`src/rtl/spram_arbiter.sv`:
```
// spram_arbiter: shares one 64K x 16 SPRAM between the CPU port (A) and a
// secondary master (B). Round-robin arbitration with a bounded A burst,
// one registered SPRAM access per cycle, and read data routed back to the
// issuing port two cycles after the grant.
module spram_arbiter #(
  parameter int unsigned BURST_A = 4,
  parameter int unsigned ADDR_W  = 16,
  parameter int unsigned DATA_W  = 16
) (
  input  logic              clock,
  input  logic              reset,
  input  logic              a_req,
  input  logic              a_we,
  input  logic [ADDR_W-1:0] a_addr,
  input  logic [DATA_W-1:0] a_wdata,
  output logic              a_gnt,
  output logic              a_rvalid,
  output logic [DATA_W-1:0] a_rdata,
  input  logic              b_req,
  input  logic              b_we,
  input  logic [ADDR_W-1:0] b_addr,
  input  logic [DATA_W-1:0] b_wdata,
  output logic              b_gnt,
  output logic              b_rvalid,
  output logic [DATA_W-1:0] b_rdata,
  output logic [ADDR_W-1:0] sram_addr,
  output logic [DATA_W-1:0] sram_data_in,
  output logic              sram_wren,
  input  logic [DATA_W-1:0] sram_data_out
);

  localparam int unsigned CNT_W = 4;

  typedef enum logic {
    OWNER_A = 1'b0,
    OWNER_B = 1'b1
  } owner_t;

  owner_t           last_owner;
  owner_t           last_owner_nxt;
  logic [CNT_W-1:0] burst_cnt;
  logic [CNT_W-1:0] burst_cnt_nxt;
  logic             grant_a;
  logic             grant_b;

  // Read tag pipeline: stage 0 follows the grant edge, stage 1 lines up
  // with the SPRAM read data.
  logic             tag0_vld;
  owner_t           tag0_own;
  logic             tag1_vld;
  owner_t           tag1_own;

  // Arbitration and next owner/burst state; grants are suppressed in reset.
  always_comb begin
    grant_a        = 1'b0;
    grant_b        = 1'b0;
    burst_cnt_nxt  = burst_cnt;
    last_owner_nxt = last_owner;

    if (reset) begin
      if (a_req && (!b_req || (last_owner == OWNER_B) ||
                    (burst_cnt < CNT_W'(BURST_A)))) begin
        grant_a = 1'b1;
      end else if (b_req) begin
        grant_b = 1'b1;
      end
    end

    // A bursts only count while B is waiting.
    if (!b_req || grant_b) begin
      burst_cnt_nxt = '0;
    end else if (grant_a && (burst_cnt < CNT_W'(BURST_A))) begin
      burst_cnt_nxt = burst_cnt + CNT_W'(1);
    end

    if (grant_a) begin
      last_owner_nxt = OWNER_A;
    end else if (grant_b) begin
      last_owner_nxt = OWNER_B;
    end
  end

  // Owner and burst state; reset leaves B as last owner so A wins first.
  always_ff @(posedge clock or negedge reset) begin
    if (!reset) begin
      last_owner <= OWNER_B;
      burst_cnt  <= '0;
    end else begin
      last_owner <= last_owner_nxt;
      burst_cnt  <= burst_cnt_nxt;
    end
  end

  // SPRAM request stage: capture the granted port; idle cycles hold addr/data.
  always_ff @(posedge clock or negedge reset) begin
    if (!reset) begin
      sram_addr    <= '0;
      sram_data_in <= '0;
      sram_wren    <= 1'b0;
    end else if (grant_a) begin
      sram_addr    <= a_addr;
      sram_data_in <= a_wdata;
      sram_wren    <= a_we;
    end else if (grant_b) begin
      sram_addr    <= b_addr;
      sram_data_in <= b_wdata;
      sram_wren    <= b_we;
    end else begin
      sram_wren    <= 1'b0;
    end
  end

  // Two-deep read tag shift register; reset drops all in-flight reads.
  always_ff @(posedge clock or negedge reset) begin
    if (!reset) begin
      tag0_vld <= 1'b0;
      tag0_own <= OWNER_A;
      tag1_vld <= 1'b0;
      tag1_own <= OWNER_A;
    end else begin
      tag0_vld <= (grant_a && !a_we) || (grant_b && !b_we);
      tag0_own <= grant_b ? OWNER_B : OWNER_A;
      tag1_vld <= tag0_vld;
      tag1_own <= tag0_own;
    end
  end

  assign a_gnt    = grant_a;
  assign b_gnt    = grant_b;
  assign a_rvalid = tag1_vld && (tag1_own == OWNER_A);
  assign b_rvalid = tag1_vld && (tag1_own == OWNER_B);
  assign a_rdata  = sram_data_out;
  assign b_rdata  = sram_data_out;

endmodule

```
`config.mk`:
```
export PLATFORM = sky130hd
export DESIGN_NAME = spram_arbiter
export DESIGN_NICKNAME = d
export VERILOG_FILES = /design/src/rtl/spram_arbiter.sv
export SDC_FILE = /design/constraint.sdc
export NUM_CORES = 1
export LEC_CHECK = 0
export ABC_AREA = 1
export BUFFER_PORTS_ARGS = -buffer_cell sky130_fd_sc_hd__buf_2
export CAP_MARGIN = 20
export CORE_MARGIN = 1
export CORE_UTILIZATION = 42
export DETAILED_ROUTE_END_ITERATION = 6
export MAX_ROUTING_LAYER = met4
export PLACE_DENSITY_LB_ADDON = 0.05
export SKIP_CTS_REPAIR_TIMING = 1
export SLEW_MARGIN = 10
export SYNTH_ARGS = -nofsm -noshare
export SYNTH_HDL_FRONTEND = slang
export SYNTH_SLANG_ARGS = --single-unit
```
`constraint.sdc`:
```
create_clock -name clock -period 1.6 [get_ports clock]
set_input_delay 0.32 -clock clock [delete_from_list [all_inputs] [get_ports clock]]
set_output_delay 0.32 -clock clock [all_outputs]
set_load 0.1 [all_outputs]
```
# Word-level counts from Yosys, hierarchy flattened
# Index checks and enable logic that the tools add are counted.
# word_totals
regBits,42
latchBits,0
ramBits,0
mem_bits_ro,0
out_inout_bits,69
word_cells,43
mem_count,0
# classes
n_addsub,1
mul,0
div_mod_pow,0
n_lt_le_gt_ge,1
eq_ne,0
shift,0
mux,16
n_bitwise,1
reduce_logical,15
# ops
operator,n
2-to-1 mux 16 bit,4
2-to-1 mux 1 bit,10
2-to-1 mux 4 bit,2
logical AND 1 bit,6
"adder 4 x 1 -> 4 bit, second input constant",1
logical OR 1 bit,4
"less-than comparator 4 x 3 -> 1 bit, second input constant",1
nonzero test 2 bit,2
zero test 1 bit,3
inverter 1 bit,1

# Logic depth before layout (Yosys ltp)
# Gate-level depths: netlist of the first run.
# logic_depth
depth_word,9
ltp_mapped,8

# Worst setup path before layout of the first run
# Ideal clock, no wire load.
# synth_path
kind,reg-to-output
from,register tag1_own
to,output port a_rvalid
arrival_time_ps,1624
setup_slack_ps,-344
stages_incl_launch_ff,2
path_buffers,0
cell_sequence,dfrtp_1 > nor2_1
# synth_via
elab_chain_len,2
# synth_lines
element,line_no,text
"start, declared",51,owner_t tag1_own;
"start signal, assigned",124,tag1_own <= tag0_own;
inverter 1 bit,130,assign a_rvalid = tag1_vld && (tag1_own == OWNER_A);
logical AND 1 bit,130,
"end, declared",17,"output logic a_rvalid,"
# No other way between the ends.

# Worst setup path in the final report of the first run
# layout_path
from,register last_owner
to,output port b_gnt
# layout_via
elab_chain_len,5
# layout_lines
element,line_no,text
"start, declared",39,owner_t last_owner;
"start signal, assigned",89,last_owner <= last_owner_nxt;
logical OR 1 bit (2 in a row),61,if (a_req && (!b_req || (last_owner == OWNER_B) ||
logical AND 1 bit,61,
2-to-1 mux 1 bit,61,
2-to-1 mux 1 bit,60,if (reset) begin
"end, declared",23,"output logic b_gnt,"
# No other way between the ends.

==> out/metrics.cfg, run 1 <==
[synth]
syn_avg_cell_area_sq_um=8.46
synth_top_area_share_pct=45.4
synth_top_cell_by_area=dfrtp_1
yosys-top-cells-area=dfrtp_1 45%, nand3_1 21%, buf_4 11%, nand4_1 8.9%, buf_2 2.4%
yosys_warnings=0
ys_seq_area_share_pct=46.6
synth_cell_types=16
ys_ff_latch=42
synthesis.area_sq_mm=0.00226
synth_fp_nets=354
postSynthCellCount=267

[cts]
clock_tree.root_cell=clkbuf_8
cts_tree=done
clk_pin_slew_ns=0.09
cts_sinks=42
cts_max_path_buffers=2
cts_made_buffers=5
insertion_delay_ns=0.30
cts.htree.levels=2

[global_routing]
grt_pass1_wl_um=9360
globalRoute.busiestLayer=met2
antenna_found_initial=0
grt_overflow=0
grt.met3_usage_pct=5.82
grtUsageMet2_pct=37.6
grt_max_degree=33
first_global_vias=2030
grt_usage_pct=22.3
global_route.usage.met1_pct=26.8

[pwr]
vdd_drop_max_mv=0.464
p_leak_nw=1.48
finalPower_mw=3.30
power_density_mw_per_mm2=1190

[worst_setup_path]
cp_data_arrival_time_ns=1.35
r2r-start=last_owner$_DFFE_PN1P_
worstSetupPathType=reg2out
rr_endpoint=sram_addr[9]$_DFFE_PN0P_
cpLargestDelayFamily=flip-flops
path_cells=nor2_2 -> nand2_2 -> nand2_2 -> nand2_2 -> inv_2 -> buf_12
worstPathBufferInverterCount=2
cp_max_fo=4
crit_path_end_kind=output port
reg2reg_depth=6
cp.required_ns=1.28
crit_path_frequent_cell=nand2_2
slowest_delay_ns=0.54
startpoint_type=register
rrSetupSlack_ns=0.28
cp_slowest_cell=dfstp_2

[cells_and_area]
drive_gt1_share_pct=40.7
stdcell_count=409
fin_util_pct=53.9
layout_commonest_cell=buf_2
layout_common_cells=103 x buf_2, 97 x nand3_1, 41 x dfrtp_1, 32 x nand4_1
register_area_sq_mm=0.00105
finalNetCount=425
multi_input_area_sq_um=826
n_fill_cell=547
num_antenna_cells=0
syn2layout_area_growth_pct=22.6

[detailed_routing]
via_count=2132
dr.pass1.iters=4
wl_per_cell_um=14.3
ant_nets=0
wl_um=5870
drt-initial-drc-count=144
drc=0
vias_per_cell=5.21

[placement]
dp_cells=401
io_buffers=106
dp_hpwl_um=4010
pre_cts_slack_ns=0.173
gp_congestion=0.781

[floorplan]
die_h_um=75.4
fp.dieArea_sq_mm=0.00568
io_pins=155
die_x_um=75.4
initial_utilization_pct=44.0
num_rows=26
core_sq_mm=0.00514

[sta]
maxSlewHeadroom_pct=67.1
worst_slack_ns=-0.0682
timing.final.crit_share_pct=104
rsz0062_at_grt=true
setup-violations-final=2
fmax_mhz=599
fin_skew_ns=0.0104
maxSlewViolCount=0
hold_viol_final=0
worst_pin_slew_ns=0.497
tns_ns=-0.134
finalCriticalPeriod_ns=1.67

[run_status]
violations=negative setup slack
status=finished, violations left

[hold_path]
worstHoldPathType=in2async

[run]
cap_violations=0

[cells in the mapped netlist, drive strengths merged]
cell type,number
xor2,1
nand3,98
ha,1
nand2,16
clkbuf,12
o21ai,2
dfstp,1
buf,43
nor2,7
dfrtp,41
nand4,32
inv,13
[per-layer routing]
layer / vias up / wire length, um
li1: 1045 / -
met1: 990 / 2540
met2: 95 / 2840
met3: 2 / 466
met4: 0 / 17
met5: - / 0
[where the power goes]
| part | leakage (nW) | switching, mW | internal (mW) |
|---|---|---|---|
| logic | 0.904 | 1.09 | 0.241 |
| registers | 0.533 | 0.0604 | 1.18 |
| clock network | 0.0472 | 0.378 | 0.347 |
[through the flow]
step                      cell area, sq um  hold slack, ns
after floorplan                       2260          0.0244
after global placement                2670           0.335
after detailed placement              2670           0.351
after CTS                             2760          0.0502
after global routing                  2770          0.0540
final                                 2770          0.0519
[cell families after synthesis]
group	share of synthesized area (%)
simple gates	34.8
buf+inv	17.2
flops	46.6
compound gates	0.443
xor+xnor	0.388
fa+ha+maj	0.554
[flip-flops by register name (all words and copies together) (netlist names)]
register	cells
tag0_vld	1
last_owner	1
sram_wren	1
sram_data_in	16
tag1_own	1
burst_cnt	4
tag1_vld	1
tag0_own	1
sram_addr	16
[cell type report]
| type | instances | share of cell area (%) |
|---|---|---|
| multi-input cells | 157 | 29.8 |
| well taps | 70 | 3.16 |
| clock buffers | 6 | 2.98 |
| inverters | 13 | 1.76 |
| flip-flops and latches | 42 | 38.0 |
| clock inverters | 2 | 0.452 |
| repair buffers | 119 | 23.8 |
[worst max-delay path by stage]
| stage | startpoint | end | cells after the start |
|---|---|---|---|
| 6_report | last_owner$_DFFE_PN1P_ | b_gnt | 6 |
| 5_1_grt | last_owner$_DFFE_PN1P_ | a_gnt | 5 |
| 4_1_cts | last_owner$_DFFE_PN1P_ | b_gnt | 6 |
| 3_5_place_dp | b_req | b_gnt | 8 |
| 3_3_place_gp | b_req | b_gnt | 8 |
| 2_1_floorplan | tag1_own$_DFF_PN0_ | a_rvalid | 1 |
Power figures use the tool's default switching activity.
==> run 2: changes to the inputs <==
--- a/config.mk
+++ b/config.mk
@@ -6,8 +6,7 @@
 export NUM_CORES = 1
 export LEC_CHECK = 0
 export ABC_AREA = 1
-export BUFFER_PORTS_ARGS = -buffer_cell sky130_fd_sc_hd__buf_2
-export CAP_MARGIN = 20
+export BUFFER_PORTS_ARGS = -buffer_cell sky130_fd_sc_hd__clkbuf_2
 export CORE_MARGIN = 1
 export CORE_UTILIZATION = 42
 export DETAILED_ROUTE_END_ITERATION = 6
==> run 2 against run 1 <==
Compared with the run above: the flow still finishes with violations (negative setup slack); wire length up 0.29%; final area grew 1.8%; non-clock buffer count rose by 2; clock-buffer cell count rose by 1; sequential cell count did not move; sequential share of layout area is 0.66 points lower.
==> out/metrics.cfg, run 2 (synthesis gave the netlist of run 1 again) <==
[detailed_routing]
via_count=2139  ; +0.33%
wl_um=5890  ; +0.29%
drt-initial-drc-count=93  ; -35%
dr.pass1.iters=4  ; unchanged
drc=0  ; unchanged
wl_per_cell_um=14.3  ; -0.20%
vias_per_cell=5.20  ; -0.16%
ant_nets=0  ; unchanged

[global_routing]
grt_max_degree=47  ; +42%
grt_usage_pct=22.4  ; +0.12 points
grt_overflow=0  ; unchanged
antenna_found_initial=0  ; unchanged
grt_pass1_wl_um=9250  ; -1.2%
first_global_vias=1971  ; -2.9%

[hold_path]
worstHoldPathType=in2async

[cells_and_area]
finalNetCount=427  ; +0.47%
num_antenna_cells=0  ; unchanged
layout_commonest_cell=clkbuf_2
syn2layout_area_growth_pct=24.8
design_area_sq_mm=0.00282  ; +1.8%
layout_common_cells=101 x clkbuf_2, 97 x nand3_1, 41 x dfrtp_1, 32 x nand4_1, 15 x buf_4
drive_gt1_share_pct=40.5  ; -0.24 points
fin_util_pct=54.8  ; +0.95 points
top_regs=sram_addr x16, sram_data_in x16, burst_cnt x4

[floorplan]
num_rows=26  ; unchanged
fp.dieArea_sq_mm=0.00568  ; unchanged
initial_utilization_pct=44.0  ; unchanged
io_pins=155  ; unchanged
die_x_um=75.4  ; unchanged
core_sq_mm=0.00514  ; unchanged
die_h_um=75.4  ; unchanged

[worst_setup_path]
cp_data_arrival_time_ns=1.34  ; about the same
worstSetupPathType=reg2out
cp_max_fo=4  ; unchanged
rr_endpoint=sram_addr[4]$_DFFE_PN0P_
crit_path_end_kind=output port
reg2reg_depth=7  ; +1
cp.required_ns=1.28  ; about the same
startpoint_type=register
crit_end=b_gnt
rrSetupSlack_ns=0.19  ; -0.09 ns
crit_start=last_owner$_DFFE_PN1P_
r2r-start=last_owner$_DFFE_PN1P_

[cts]
cts.htree.levels=2  ; unchanged
insertion_delay_ns=0.29  ; about the same
clk_pin_slew_ns=0.08  ; about the same
cts_made_buffers=5  ; unchanged
cts_sinks=42  ; unchanged
cts_max_path_buffers=2  ; unchanged
clock_tree.root_cell=clkbuf_8
cts_tree=done

[pwr]
vdd_drop_max_mv=0.518  ; +12%
power_density_mw_per_mm2=1170  ; -1.7%
p_leak_nw=1.52  ; +2.4%

[sta]
fmax_mhz=601  ; +0.21%
timing.final.crit_share_pct=104  ; -0.22 points
tns_ns=-0.0789  ; +0.0549 ns
maxSlewHeadroom_pct=62.8  ; -4.3 points
setup-violations-final=2  ; unchanged
worst_slack_ns=-0.0647  ; +0.00354 ns
worst_pin_slew_ns=0.561  ; +0.0634 ns
finalCriticalPeriod_ns=1.66  ; -0.00354 ns
fin_skew_ns=0.00599  ; -0.00442 ns
rsz0062_at_grt=true
hold_viol_final=0  ; unchanged
maxSlewViolCount=0  ; unchanged

[run]
cap_violations=0  ; unchanged

[placement]
dp_hpwl_um=3940  ; -1.6%
dpl-instance-area_sq_mm=0.00268  ; +0.38%
io_buffers=106  ; unchanged
gp_congestion=0.791  ; +1.3%

[run_status]
violations=negative setup slack
status=finished, violations left

-- run 2: worst max-delay path, stage by stage, from the launching register on --
cell and delay (ns):
dfstp_2 0.56, nor2_4 0.05, nand2_4 0.08, nand2_2 0.06, nand2_2 0.08, inv_2 0.06, buf_12 0.16
-- run 2: power by group --
group	switching, mW	internal [mW]
Combinational	1.09	0.247
Clock	0.363	0.349
Sequential	0.0672	1.18
Total	1.52	1.78
-- run 2: worst min-delay path by stage --
stage / startpoint / cells after the start / end / slack [ns]
final: reset / 2 / sram_data_in[2]$_DFFE_PN0P_ / 0.10
after global routing: reset / 2 / sram_data_in[5]$_DFFE_PN0P_ / 0.11
after detailed placement: reset / 1 / tag1_own$_DFF_PN0_ / 0.17
after global placement: reset / 1 / tag1_own$_DFF_PN0_ / 0.17
after floorplan: reset / 0 / burst_cnt[0]$_DFFE_PN0P_ / 0.02
after CTS: reset / 1 / tag1_own$_DFF_PN0_ / -0.15
-- run 2: area by class of cell --
cell class	count	area, sq um
inverters	13	51.3
clock inverters	1	5.00
flip-flops and latches	42	1050
fillers	519	2320
well taps	70	87.6
clock buffers	7	86.3
multi-input cells	157	843
repair buffers	121	693
-- run 2: metal layers --
| layer | global-route usage (%) | share of wire [%] |
|---|---|---|
| met5 | - | 0 |
| met4 | 5.76 | 0.29 |
| met3 | 6.35 | 8.1 |
| met2 | 34.3 | 46 |
| met1 | 29.3 | 45 |
-- run 2: through the flow --
step                      worst slack (ns)  hold slack (ns)  total power, mW  cells
after detailed placement             0.171            0.174             2.60    400
after CTS                           -0.116           -0.148             3.32    408
after floorplan                      0.106           0.0244             2.67    267
after global placement               0.201            0.170             2.60    400
after global routing                -0.133            0.115             3.45    411
final                              -0.0647            0.100             3.30    411
